<file path="config.mk">
export PLATFORM = sky130hd
export DESIGN_NAME = ex_mem_stage
export DESIGN_NICKNAME = d
export VERILOG_FILES = /design/src/rtl/ex_mem_stage_pkg.sv /design/src/rtl/ex_mem_stage_branch_cond.sv /design/src/rtl/ex_mem_stage.sv
export SDC_FILE = /design/constraint.sdc
export NUM_CORES = 1
export LEC_CHECK = 0
export ABC_CLOCK_PERIOD_IN_PS = 3100
export CAP_MARGIN = 20
export CORE_ASPECT_RATIO = 1.4
export CORE_UTILIZATION = 23
export DETAILED_ROUTE_END_ITERATION = 8
export PLACE_DENSITY_LB_ADDON = 0.2
export SYNTH_ARGS = -nofsm -noshare
export SYNTH_HDL_FRONTEND = slang
export SYNTH_SLANG_ARGS = --single-unit
export TNS_END_PERCENT = 50
</file>
<file path="constraint.sdc">
create_clock -name clk -period 3.1 [get_ports clk]
set_clock_uncertainty 0.2 [all_clocks]
set_input_delay 0.62 -clock clk [delete_from_list [all_inputs] [get_ports clk]]
set_output_delay 0.62 -clock clk [all_outputs]
set_load 0.05 [all_outputs]
</file>
<file path="src/rtl/ex_mem_stage_pkg.sv">
// Shared constants and types for the EX/MEM boundary: branch condition codes,
// the PC increment used for link addresses, and the registered control bundle.
package ex_mem_stage_pkg;

  localparam logic [2:0] BR_BEQ  = 3'b000;
  localparam logic [2:0] BR_BNE  = 3'b001;
  localparam logic [2:0] BR_BLT  = 3'b100;
  localparam logic [2:0] BR_BGE  = 3'b101;
  localparam logic [2:0] BR_BLTU = 3'b110;
  localparam logic [2:0] BR_BGEU = 3'b111;

  localparam int unsigned PC_INC = 4;

  typedef struct packed {
    logic reg_write;
    logic mem_read;
    logic mem_write;
    logic mem_to_reg;
  } mem_ctrl_t;

endpackage

</file>
<file path="src/rtl/ex_mem_stage_branch_cond.sv">
// Combinational branch condition evaluator: funct3 plus ALU flags -> taken.
// BLTU/BGEU follow the ALU's carry convention (cf=1 means no borrow).
module ex_mem_stage_branch_cond
  import ex_mem_stage_pkg::*;
(
  input  logic [2:0] funct3_i,
  input  logic       cf_i,
  input  logic       zf_i,
  input  logic       vf_i,
  input  logic       sf_i,
  output logic       taken_o
);

  always_comb begin
    taken_o = 1'b0;
    case (funct3_i)
      BR_BEQ:  taken_o = zf_i;
      BR_BNE:  taken_o = ~zf_i;
      BR_BLT:  taken_o = sf_i ^ vf_i;
      BR_BGE:  taken_o = ~(sf_i ^ vf_i);
      BR_BLTU: taken_o = ~cf_i;
      BR_BGEU: taken_o = cf_i;
      default: taken_o = 1'b0;
    endcase
  end

endmodule

</file>
<file path="src/rtl/ex_mem_stage.sv">
// EX/MEM pipeline register with branch/jump resolution and a one-cycle redirect.
// Optional branch statistics counters are enabled by defining EXMEM_BR_STATS_EN.
module ex_mem_stage
  import ex_mem_stage_pkg::*;
#(
  parameter int N    = 32,
  parameter int RD_W = 5
) (
  input  logic            clk,
  input  logic            rst,
  input  logic            stall,
  input  logic            flush,
  input  logic            ex_valid,
  input  logic [N-1:0]    ex_pc,
  input  logic [N-1:0]    ex_imm,
  input  logic [N-1:0]    ex_alu_result,
  input  logic            ex_cf,
  input  logic            ex_zf,
  input  logic            ex_vf,
  input  logic            ex_sf,
  input  logic [N-1:0]    ex_rs2_data,
  input  logic [RD_W-1:0] ex_rd,
  input  logic            ex_reg_write,
  input  logic            ex_mem_read,
  input  logic            ex_mem_write,
  input  logic            ex_mem_to_reg,
  input  logic            ex_branch,
  input  logic            ex_jal,
  input  logic            ex_jalr,
  input  logic [2:0]      ex_funct3,
  output logic            mem_valid,
  output logic [N-1:0]    mem_alu_result,
  output logic [N-1:0]    mem_rs2_data,
  output logic [RD_W-1:0] mem_rd,
  output logic            mem_reg_write,
  output logic            mem_mem_read,
  output logic            mem_mem_write,
  output logic            mem_mem_to_reg,
  output logic            redirect,
  output logic [N-1:0]    redirect_target
`ifdef EXMEM_BR_STATS_EN
  ,
  output logic [31:0]     br_count,
  output logic [31:0]     br_taken_count
`endif
);

  localparam logic [N-1:0] PC_INC_N = N'(PC_INC);

  logic            valid_q, valid_d;
  logic [N-1:0]    result_q, result_d;
  logic [N-1:0]    rs2_q, rs2_d;
  logic [RD_W-1:0] rd_q, rd_d;
  mem_ctrl_t       ctrl_q, ctrl_d;
  logic            redirect_q, redirect_d;
  logic [N-1:0]    target_q, target_d;
  logic            taken;
  logic            load;

  ex_mem_stage_branch_cond u_branch_cond (
    .funct3_i (ex_funct3),
    .cf_i     (ex_cf),
    .zf_i     (ex_zf),
    .vf_i     (ex_vf),
    .sf_i     (ex_sf),
    .taken_o  (taken)
  );

  assign load = ~flush & ~stall;

  always_comb begin
    valid_d    = valid_q;
    result_d   = result_q;
    rs2_d      = rs2_q;
    rd_d       = rd_q;
    ctrl_d     = ctrl_q;
    redirect_d = redirect_q;
    target_d   = target_q;
    if (flush) begin
      // Bubble: data fields keep stale values, only validity and controls clear.
      valid_d    = 1'b0;
      ctrl_d     = '0;
      redirect_d = 1'b0;
    end else if (stall) begin
      redirect_d = 1'b0;
    end else begin
      valid_d              = ex_valid;
      result_d             = (ex_jal | ex_jalr) ? ex_pc + PC_INC_N : ex_alu_result;
      rs2_d                = ex_rs2_data;
      rd_d                 = ex_rd;
      ctrl_d.reg_write     = ex_reg_write  & ex_valid;
      ctrl_d.mem_read      = ex_mem_read   & ex_valid;
      ctrl_d.mem_write     = ex_mem_write  & ex_valid;
      ctrl_d.mem_to_reg    = ex_mem_to_reg & ex_valid;
      // jalr > jal > branch when more than one is asserted.
      if (ex_jalr) begin
        redirect_d = ex_valid;
        target_d   = ex_alu_result & ~N'(1);
      end else if (ex_jal) begin
        redirect_d = ex_valid;
        target_d   = ex_pc + ex_imm;
      end else if (ex_branch) begin
        redirect_d = ex_valid & taken;
        target_d   = ex_pc + ex_imm;
      end else begin
        redirect_d = 1'b0;
        target_d   = ex_pc + ex_imm;
      end
    end
  end

  always_ff @(posedge clk) begin
    if (rst) begin
      valid_q    <= 1'b0;
      result_q   <= '0;
      rs2_q      <= '0;
      rd_q       <= '0;
      ctrl_q     <= '0;
      redirect_q <= 1'b0;
      target_q   <= '0;
    end else begin
      valid_q    <= valid_d;
      result_q   <= result_d;
      rs2_q      <= rs2_d;
      rd_q       <= rd_d;
      ctrl_q     <= ctrl_d;
      redirect_q <= redirect_d;
      target_q   <= target_d;
    end
  end

  assign mem_valid       = valid_q;
  assign mem_alu_result  = result_q;
  assign mem_rs2_data    = rs2_q;
  assign mem_rd          = rd_q;
  assign mem_reg_write   = ctrl_q.reg_write;
  assign mem_mem_read    = ctrl_q.mem_read;
  assign mem_mem_write   = ctrl_q.mem_write;
  assign mem_mem_to_reg  = ctrl_q.mem_to_reg;
  assign redirect        = redirect_q;
  assign redirect_target = target_q;

`ifdef EXMEM_BR_STATS_EN
  logic [31:0] br_count_q, br_count_d;
  logic [31:0] br_taken_q, br_taken_d;
  logic        is_ctl;

  assign is_ctl = ex_valid & (ex_branch | ex_jal | ex_jalr);

  always_comb begin
    br_count_d = br_count_q;
    br_taken_d = br_taken_q;
    if (load && is_ctl) begin
      br_count_d = br_count_q + 32'd1;
      if (redirect_d) br_taken_d = br_taken_q + 32'd1;
    end
  end

  always_ff @(posedge clk) begin
    if (rst) begin
      br_count_q <= '0;
      br_taken_q <= '0;
    end else begin
      br_count_q <= br_count_d;
      br_taken_q <= br_taken_d;
    end
  end

  assign br_count       = br_count_q;
  assign br_taken_count = br_taken_q;
`endif

endmodule

</file>
==> results.json, run 1 <==
{
  "ys.warnings.count": 0,
  "ys_top_cells_by_area": "dfxtp_1 (33%), a21oi_1 (9.2%), nand2_1 (8.4%)",
  "met2_wirelength_mm": 13.47,
  "fmax_mhz": 332.1,
  "cp_data_required_time_ns": 3.15,
  "avgViaCountPerCell": 4.646,
  "coreArea_sq_um": 27570,
  "htreeDepth": 3,
  "maxSlewHeadroom": 0.5900,
  "status": "complete, no violations",
  "end_kind": "flip-flop",
  "synth_ff_type": "dfxtp_1",
  "ir_drop_mv": 0.2480,
  "synth_top_cell_area_share": 0.3335,
  "synth_commonest_cells": "nand2_1 (143), a21oi_1 (118), dfxtp_1 (107)",
  "slew_viol_final": 0,
  "path_clk_slew_ns": 0.08,
  "drcViolationCount": 0,
  "max_cap_viol_count": 0,
  "fin_nets": 1378,
  "place_hpwl_mm": 21.15,
  "p_leak_nw": 4.244,
  "synth_edf_count": 0,
  "timing.hold.ws_ns": 0.2536,
  "gp_congestion": 0.8850,
  "tns_ns": 0,
  "fillers": 2909,
  "numCtsBuffers": 9,
  "p_seq_frac": 0.360,
  "startpoint_type": "input port",
  "p_per_area_nw_per_um2": 385.6,
  "drive_gt1_frac": 0.1538,
  "antenna_found_initial": 1,
  "met1Wirelength_mm": 10.62,
  "globalRouteTotalUtil": 0.1847,
  "postCtsHoldBufs": 0,
  "multi_input_area_sq_um": 4200,
  "hold_violations": 0,
  "cts_tree": "yes",
  "yosysMostFrequentCell": "nand2_1",
  "period_needed_ns": 3.011,
  "dr.pass1.iters": 4,
  "dieWidth_um": 143.2,
  "setup_viol": 0,
  "syn_inst": 847,
  "top_layer": "met4",
  "port_buffers": 258,
  "grt_first_pass_wirelength_mm": 39.47,
  "area_delta_synth_final_pct": 67.70,
  "die_y_um": 199.7,
  "syn_area_sq_um": 6424,
  "clockBufferDepth": 2,
  "syn_avg_cell_area_sq_um": 7.584,
  "ys_seq_elements": 107,
  "worstSkewPairLatency_ns": 0.36,
  "seq_area_sq_um": 2142,
  "overflow": 0,
  "worstSetupPathType": "input port to flip-flop",
  "async_reset_ff_frac": 0,
  "swShare": 0.3473,
  "start_util": 0.2330,
  "die-area_sq_um": 28610,
  "yosys.cell_types.count": 53,
  "detail-route-antenna-nets": 0,
  "p_clk_frac": 0.269,
  "cts.sinks": 107,
  "worstMarginPinSlew_ns": 0.6130,
  "routed_wl_mm": 26.77,
  "cp_max_fo": 3,
  "route.met3.wl_mm": 1.620,
  "worst_ep_arrival_time_ns": 3.06,
  "io_pins": 259,
  "p_int_w": 0.002711,
  "grt_max_degree": 49,
  "wire_per_inst_um": 17.08,
  "yosys.area.top_type": "dfxtp_1",
  "grt_pass1_vias": 7074,
  "min_period_over_period": 0.9712,
  "vias": 7280,
  "drtIter0Drc": 265,
  "cts_root_buf": "clkbuf_16",
  "pwr-share-comb": 0.371,
  "switchingPower_w": 0.001443,
  "ys_seq_area_frac": 0.3335,
  "p_total_w": 0.004154,
  "hold_class": "flip-flop to flip-flop",
  "rows": 72,
  "syn_nets": 1032
}
==> final cells by class <==
type | count | area share
antenna | 1 | 0.0002323
clock buffer | 10 | 0.02218
clock inverter | 4 | 0.002555
inverter | 9 | 0.003136
multi-input combinational | 674 | 0.3899
sequential | 107 | 0.1988
tap | 370 | 0.04297
timing repair buffer | 392 | 0.3402
==> path summary, 6_finish.rpt <==
path	start	to	slack, ns	cells after the start
max	ex_pc[5]	redirect_target[31]	0.09	9
min	mem_rs2_data[1]	mem_rs2_data[1]	0.25	2
max reg2reg	redirect_target[31]	redirect_target[31]	1.97	3
min reg2reg	mem_rs2_data[1]	mem_rs2_data[1]	0.25	2
==> through the flow <==
step           cell area [sq um]  setup WS, ns    util  instances
2_1_floorplan               6424       0.07246       -        847
3_3_place_gp               10280       -0.4970  0.3730       1548
3_5_place_dp               10280       -0.5126  0.3730       1548
4_1_cts                    10570    -0.0009359  0.3833       1563
5_1_grt                    10770    -0.0004459  0.3908       1567
6_report                   10770       0.08930  0.3908       1567
==> metal layers <==
metal | track usage | vias up
li1 | - | 3706
met1 | 0.2090 | 3319
met2 | 0.3270 | 210
met3 | 0.03459 | 45
met4 | 0.09850 | 0
met5 | 0 | -
==> repair_timing <==
item	CTS	global route
pin swaps	5	18
resized for setup	3	36
endpoints found under the setup margin	11	18
setup buffers	1	3
==> logic make-up after synthesis <==
family          Yosys count  share of synthesized area
compound gates          270                     0.2690
xor+xnor                 54                    0.07363
fa+ha+maj                33                    0.06545
buf+inv                  66                    0.03857
flops                   107                     0.3335
mux                       4                   0.007012
simple gates            313                     0.2129
==> critical path, stage by stage <==
cell and delay, ns:
clkdlybuf4s50_1 0.46, ha_1 0.35, nand4_1 0.12, a21oi_2 0.22
o41ai_4 0.14, o41ai_2 0.38, buf_4 0.19, nand4_1 0.17
a311o_1 0.40
==> cells in the final DEF, fill, tap and decap left out, types with 21 or more instances in the layout <==
master             n
clkdlybuf4s50_1  244
a211oi_1          23
nand3_1           26
xnor2_1           21
buf_4            130
a21oi_1          115
xor2_1            33
dfxtp_1          107
nor2_1            77
ha_1              25
o21ai_0           40
nand2_1          143
==> power by group through the flow <==
stage	Combinational (W)	Sequential [W]	Clock, W
5_1_grt	0.00166	0.00150	0.00124
2_1_floorplan	0.000532	0.00178	0
3_5_place_dp	0.00150	0.00153	0
6_report	0.00154	0.00149	0.00112
4_1_cts	0.00151	0.00149	0.00118
3_3_place_gp	0.00150	0.00153	0
(Power assumes the default switching activity.)
==> run 2: changes to the inputs <==
--- a/config.mk
+++ b/config.mk
@@ -14,4 +14,4 @@
 export SYNTH_ARGS = -nofsm -noshare
 export SYNTH_HDL_FRONTEND = slang
 export SYNTH_SLANG_ARGS = --single-unit
-export TNS_END_PERCENT = 50
+export TNS_END_PERCENT = 5
==> run 2 against run 1 <==
Cell count unchanged. Combinational power about the same. Global-route usage unchanged. Via count increased by 0.29%. Largest power group unchanged. Highest routed layer unchanged.
==> results.json, run 2 (synthesis results as in run 1) <==
{
  "cts.sinks": 107,
  "detail-route-antenna-nets": 0,
  "avgViaCountPerCell": 4.659,
  "numCtsBuffers": 9,
  "end_kind": "flip-flop",
  "path_common_cell": "nand4_1",
  "place_area_sq_um": 10280,
  "slowest_delay_ns": 0.45,
  "r2r_slack_ns": 1.98,
  "fillers": 2914,
  "path_cells": "clkdlybuf4s50_1, ha_4, nand4_1, a21oi_2, o41ai_4, o41ai_2, buf_4, nand4_1, a311o_1",
  "die_y_um": 199.7,
  "worst_ep_arrival_time_ns": 3.08,
  "slowest_stage": "clkdlybuf4s50_1",
  "reg2reg_to": "redirect_target[31]",
  "multi_input_area_sq_um": 4188,
  "period_needed_ns": 3.020,
  "globalRouteTotalUtil": 0.1847,
  "cp_max_fo": 3,
  "status": "complete, no violations",
  "cp_num_cells": 9,
  "layout_commonest_cell": "clkdlybuf4s50_1",
  "overflow": 0,
  "timing.hold.ws_ns": 0.2536,
  "die-area_sq_um": 28610,
  "cts_root_buf": "clkbuf_16",
  "drcViolationCount": 0,
  "grt_first_pass_wirelength_mm": 39.47,
  "area_delta_synth_final_pct": 67.47,
  "hold_path_depth": 2,
  "gp_congestion": 0.8850,
  "rows": 72,
  "rsz0062_at_grt": "yes",
  "startpoint_type": "input port",
  "ir_drop_mv": 0.2483,
  "setup_viol": 0,
  "worstMarginPinSlew_ns": 0.6043,
  "postCtsHoldBufs": 0,
  "grt_pass1_vias": 7074,
  "clockBufferDepth": 2,
  "dieWidth_um": 143.2,
  "place_hpwl_mm": 21.15,
  "maxSlewHeadroom": 0.5959,
  "seq_area_sq_um": 2142,
  "layout_common_cells": "clkdlybuf4s50_1 (245), nand2_1 (143), buf_4 (130)",
  "p_leak_nw": 4.235,
  "drive_gt1_frac": 0.1530,
  "hold_end": "mem_rs2_data[1]",
  "wire_per_inst_um": 17.09,
  "path_clk_slew_ns": 0.08,
  "io_pins": 259,
  "r2r-start": "redirect_target[31]",
  "port_buffers": 258,
  "routed_wl_mm": 26.77,
  "min_period_over_period": 0.9743,
  "fmax_mhz": 331.1,
  "hold_class": "flip-flop to flip-flop",
  "dr.pass1.iters": 5,
  "drtIter0Drc": 259,
  "hold_violations": 0,
  "rr_worst_depth": 3,
  "start_util": 0.2330,
  "fin_area_sq_um": 10760,
  "max_cap_viol_count": 0,
  "cp_data_required_time_ns": 3.16,
  "cp_num_buf_inv": 2,
  "slew_viol_final": 0,
  "coreArea_sq_um": 27570,
  "cts_tree": "yes",
  "min-delay-start": "mem_rs2_data[1]",
  "path_delay_family": "compound AO/OA/AOI/OAI gates",
  "antenna_found_initial": 1,
  "worstSkewPairLatency_ns": 0.36,
  "vias": 7301,
  "fin_nets": 1378,
  "worstSetupPathType": "input port to flip-flop",
  "htreeDepth": 3,
  "p_per_area_nw_per_um2": 386.1,
  "grt_max_degree": 49
}
==> run 2: cell count changes in the layout (fill, tap and decap cells not counted) <==
cell / previous run / this run
ha_4: 7 / 6
ha_1: 25 / 26
dlymetal6s2s_1: 12 / 11
clkdlybuf4s50_1: 244 / 245
==> run 2: cell type report <==
cell class / count / share of cell area
clock inverter: 4 / 0.002559
tap: 370 / 0.04303
inverter: 9 / 0.003140
multi-input combinational: 674 / 0.3893
sequential: 107 / 0.1991
timing repair buffer: 392 / 0.3404
clock buffer: 10 / 0.02221
antenna: 1 / 0.0002326
==> run 2: worst max path at each step <==
| stage | endpoint | slack (ns) | start |
|---|---|---|---|
| after CTS | redirect_target[26] | -0.0009 | ex_pc[0] |
| after global routing | redirect_target[31] | -0.005 | ex_pc[6] |
| final | redirect_target[31] | 0.08 | ex_imm[2] |
| after detailed placement | redirect_target[28] | -0.51 | ex_pc[0] |
| after floorplan | redirect_target[28] | 0.07 | ex_pc[0] |
| after global placement | redirect_target[26] | -0.50 | ex_pc[0] |
==> run 2: per-stage QoR <==
step / utilization / total power, W / cells / setup TNS [ns] / setup slack, ns
2_1_floorplan: - / 0.002310 / 847 / 0 / 0.07246
3_3_place_gp: 0.3730 / 0.003028 / 1548 / -8.721 / -0.4970
3_5_place_dp: 0.3730 / 0.003028 / 1548 / -9.335 / -0.5126
4_1_cts: 0.3833 / 0.004191 / 1563 / -0.0009359 / -0.0009359
5_1_grt: 0.3903 / 0.004395 / 1567 / -0.005079 / -0.004634
6_report: 0.3903 / 0.004153 / 1567 / 0 / 0.07970
==> run 2: worst register-to-register path, cell delays in order (launching register included) <==
cell,delay [ns]
dfxtp_1,0.32
a21oi_1,0.13
nor2_1,0.05
a311o_1,0.31
==> run 2: layer usage <==
layer	GRT usage	wire (um)	vias up
met4	0.09850	1065	0
met5	0	0	-
met1	0.2090	10780	3349
met2	0.3270	13470	198
met3	0.03459	1460	46
li1	-	-	3708
==> run 2: where the power goes <==
group	internal [W]	switching, W	total (W)
Clock	0.000562	0.000560	0.00112
Combinational	0.000698	0.000840	0.00154
Sequential	0.00145	0.0000439	0.00149
Total	0.00271	0.00144	0.00415
==> run 2: timing repair <==
item                                    in CTS  in global routing
endpoints found under the setup margin      11                 18
setup buffers                                1                  3
pin swaps                                    5                 18
resized for setup                            3                 34
==> run 3: changes to the inputs <==
--- a/config.mk
+++ b/config.mk
@@ -8,6 +8,7 @@
 export ABC_CLOCK_PERIOD_IN_PS = 3100
 export CAP_MARGIN = 20
 export CORE_ASPECT_RATIO = 1.4
+export CORE_MARGIN = 2
 export CORE_UTILIZATION = 23
 export DETAILED_ROUTE_END_ITERATION = 8
 export PLACE_DENSITY_LB_ADDON = 0.2
==> run 3 against run 2 <==
Flip-flop and latch count unchanged. Maximum frequency shrank 1.2%. Critical path depth grew 1. Cell count decreased by 0.77%. Highest routed layer unchanged.
==> results.json, run 3 (synthesis results as in run 1) <==
{
  "drcViolationCount": 0,
  "drtIter0Drc": 401,
  "hold_end": "mem_rs2_data[5]",
  "p_seq_frac": 0.344,
  "pwr-share-comb": 0.352,
  "worstSkewPairLatency_ns": 0.37,
  "place_hpwl_mm": 21.15,
  "io_pins": 259,
  "p_leak_nw": 4.178,
  "period_needed_ns": 3.058,
  "path_clk_slew_ns": 0.08,
  "ir_drop_mv": 0.2478,
  "cts_tree": "yes",
  "cts_root_buf": "clkbuf_16",
  "worstMarginPinSlew_ns": 0.6107,
  "grt_max_degree": 48,
  "tns_ns": 0,
  "start_util": 0.2330,
  "numCtsBuffers": 9,
  "layout_common_cells": "clkdlybuf4s50_1 (248), nand2_1 (143), buf_4 (116)",
  "rr_worst_depth": 3,
  "startpoint_type": "input port",
  "hold_path_depth": 2,
  "antenna_found_initial": 1,
  "cts.sinks": 107,
  "switchingPower_w": 0.001480,
  "slew_viol_final": 0,
  "reg2reg_to": "redirect_target[31]",
  "cp_data_required_time_ns": 3.16,
  "min_period_over_period": 0.9863,
  "layout_commonest_cell": "clkdlybuf4s50_1",
  "cp_max_fo": 4,
  "fin_nets": 1364,
  "fin_util": 0.3886,
  "multi_input_area_sq_um": 4188,
  "r2r_slack_ns": 1.96,
  "min-delay-start": "mem_rs2_data[5]",
  "grt_pass1_vias": 7400,
  "coreArea_sq_um": 27570,
  "port_buffers": 258,
  "swShare": 0.3417,
  "dr.pass1.iters": 5,
  "detail-route-antenna-nets": 0,
  "htreeDepth": 3,
  "globalRouteTotalUtil": 0.1806,
  "maxSlewHeadroom": 0.5916,
  "hold_violations": 0,
  "die_y_um": 201.7,
  "wire_per_inst_um": 17.38,
  "rows": 72,
  "vias": 7317,
  "grt_first_pass_wirelength_mm": 41.33,
  "p_per_area_nw_per_um2": 404.4,
  "seq_area_sq_um": 2142,
  "overflow": 0,
  "fillers": 2907,
  "hold_class": "flip-flop to flip-flop",
  "dieWidth_um": 145.2,
  "p_int_w": 0.002852,
  "drive_gt1_frac": 0.1461,
  "worst_ep_arrival_time_ns": 3.12,
  "status": "complete, no violations",
  "end_kind": "flip-flop",
  "setup_viol": 0,
  "fmax_mhz": 327.0,
  "rsz0062_at_grt": "yes",
  "die-area_sq_um": 29300,
  "max_cap_viol_count": 0,
  "area_delta_synth_final_pct": 66.75,
  "avgViaCountPerCell": 4.705,
  "p_clk_frac": 0.303,
  "routed_wl_mm": 27.03,
  "gp_congestion": 0.8655,
  "r2r-start": "redirect_target[31]",
  "worstSetupPathType": "input port to flip-flop",
  "clockBufferDepth": 2
}
==> run 3: cell types whose count changed in the layout (fill, tap and decap cells not counted), sizes merged <==
cell,delta
buf,-14
bufinv,+2
inv,+1
dlymetal6s2s,-3
clkinv,-1
clkdlybuf4s50,+3
==> run 3: final cells by class <==
cell class	instances	share of cell area
flip-flops and latches	107	0.2000
repair buffers	378	0.3322
inverters	9	0.003154
clock inverters	6	0.008877
multi-input cells	674	0.3910
well taps	370	0.04322
diodes	1	0.0002336
clock buffers	10	0.02138
==> run 3: worst max-delay path: stages <==
cell	delay [ns]
clkdlybuf4s50_1	0.46
ha_4	0.30
nand4_1	0.17
a21oi_2	0.28
o41ai_4	0.08
buf_4	0.17
o41ai_4	0.30
buf_4	0.17
nand4_1	0.16
a311o_1	0.40
==> run 3: power groups by stage <==
| stage | Combinational (W) | Clock (W) | Sequential (W) |
|---|---|---|---|
| final | 0.00153 | 0.00131 | 0.00149 |
| after global routing | 0.00163 | 0.00141 | 0.00150 |
| after CTS | 0.00150 | 0.00136 | 0.00149 |
| after detailed placement | 0.00149 | 0 | 0.00152 |
| after global placement | 0.00149 | 0 | 0.00152 |
| after floorplan | 0.000532 | 0 | 0.00178 |
==> run 3: per-stage QoR <==
stage | cell area (sq um) | power, W | hold slack (ns) | setup WS, ns | instances
5_1_grt | 10710 | 0.004547 | 0.2768 | -0.02502 | 1555
6_report | 10710 | 0.004332 | 0.2558 | 0.04233 | 1555
3_5_place_dp | 10210 | 0.003017 | 0.2483 | -0.5272 | 1537
3_3_place_gp | 10210 | 0.003017 | 0.2397 | -0.5074 | 1537
4_1_cts | 10550 | 0.004359 | 0.2595 | -0.03779 | 1553
2_1_floorplan | 6424 | 0.002310 | 0.4710 | 0.07246 | 847
==> run 3: what timing repair did <==
item	4_1_cts	5_1_grt
pin swaps	6	13
resized for setup	4	28
setup endpoints to repair	12	15
buffers inserted	0	1
hold buffers	0	0
==> run 3: worst max-delay path by stage <==
stage               from                   to  slack (ns)  cells after the start
2_1_floorplan   ex_pc[0]  redirect_target[28]        0.07                     10
3_3_place_gp    ex_pc[0]  redirect_target[28]       -0.51                     12
3_5_place_dp    ex_pc[0]  redirect_target[28]       -0.53                     12
4_1_cts         ex_pc[0]  redirect_target[26]       -0.04                     13
5_1_grt         ex_pc[8]  redirect_target[25]       -0.03                     11
6_report       ex_imm[2]  redirect_target[31]        0.04                     10
==> run 3: routing by layer <==
metal / wire (um) / vias up / global-route usage
li1: - / 3683 / -
met1: 11330 / 3361 / 0.2121
met2: 13620 / 230 / 0.3241
met3: 1108 / 43 / 0.02200
met4: 971 / 0 / 0.08683
met5: 0 / - / 0
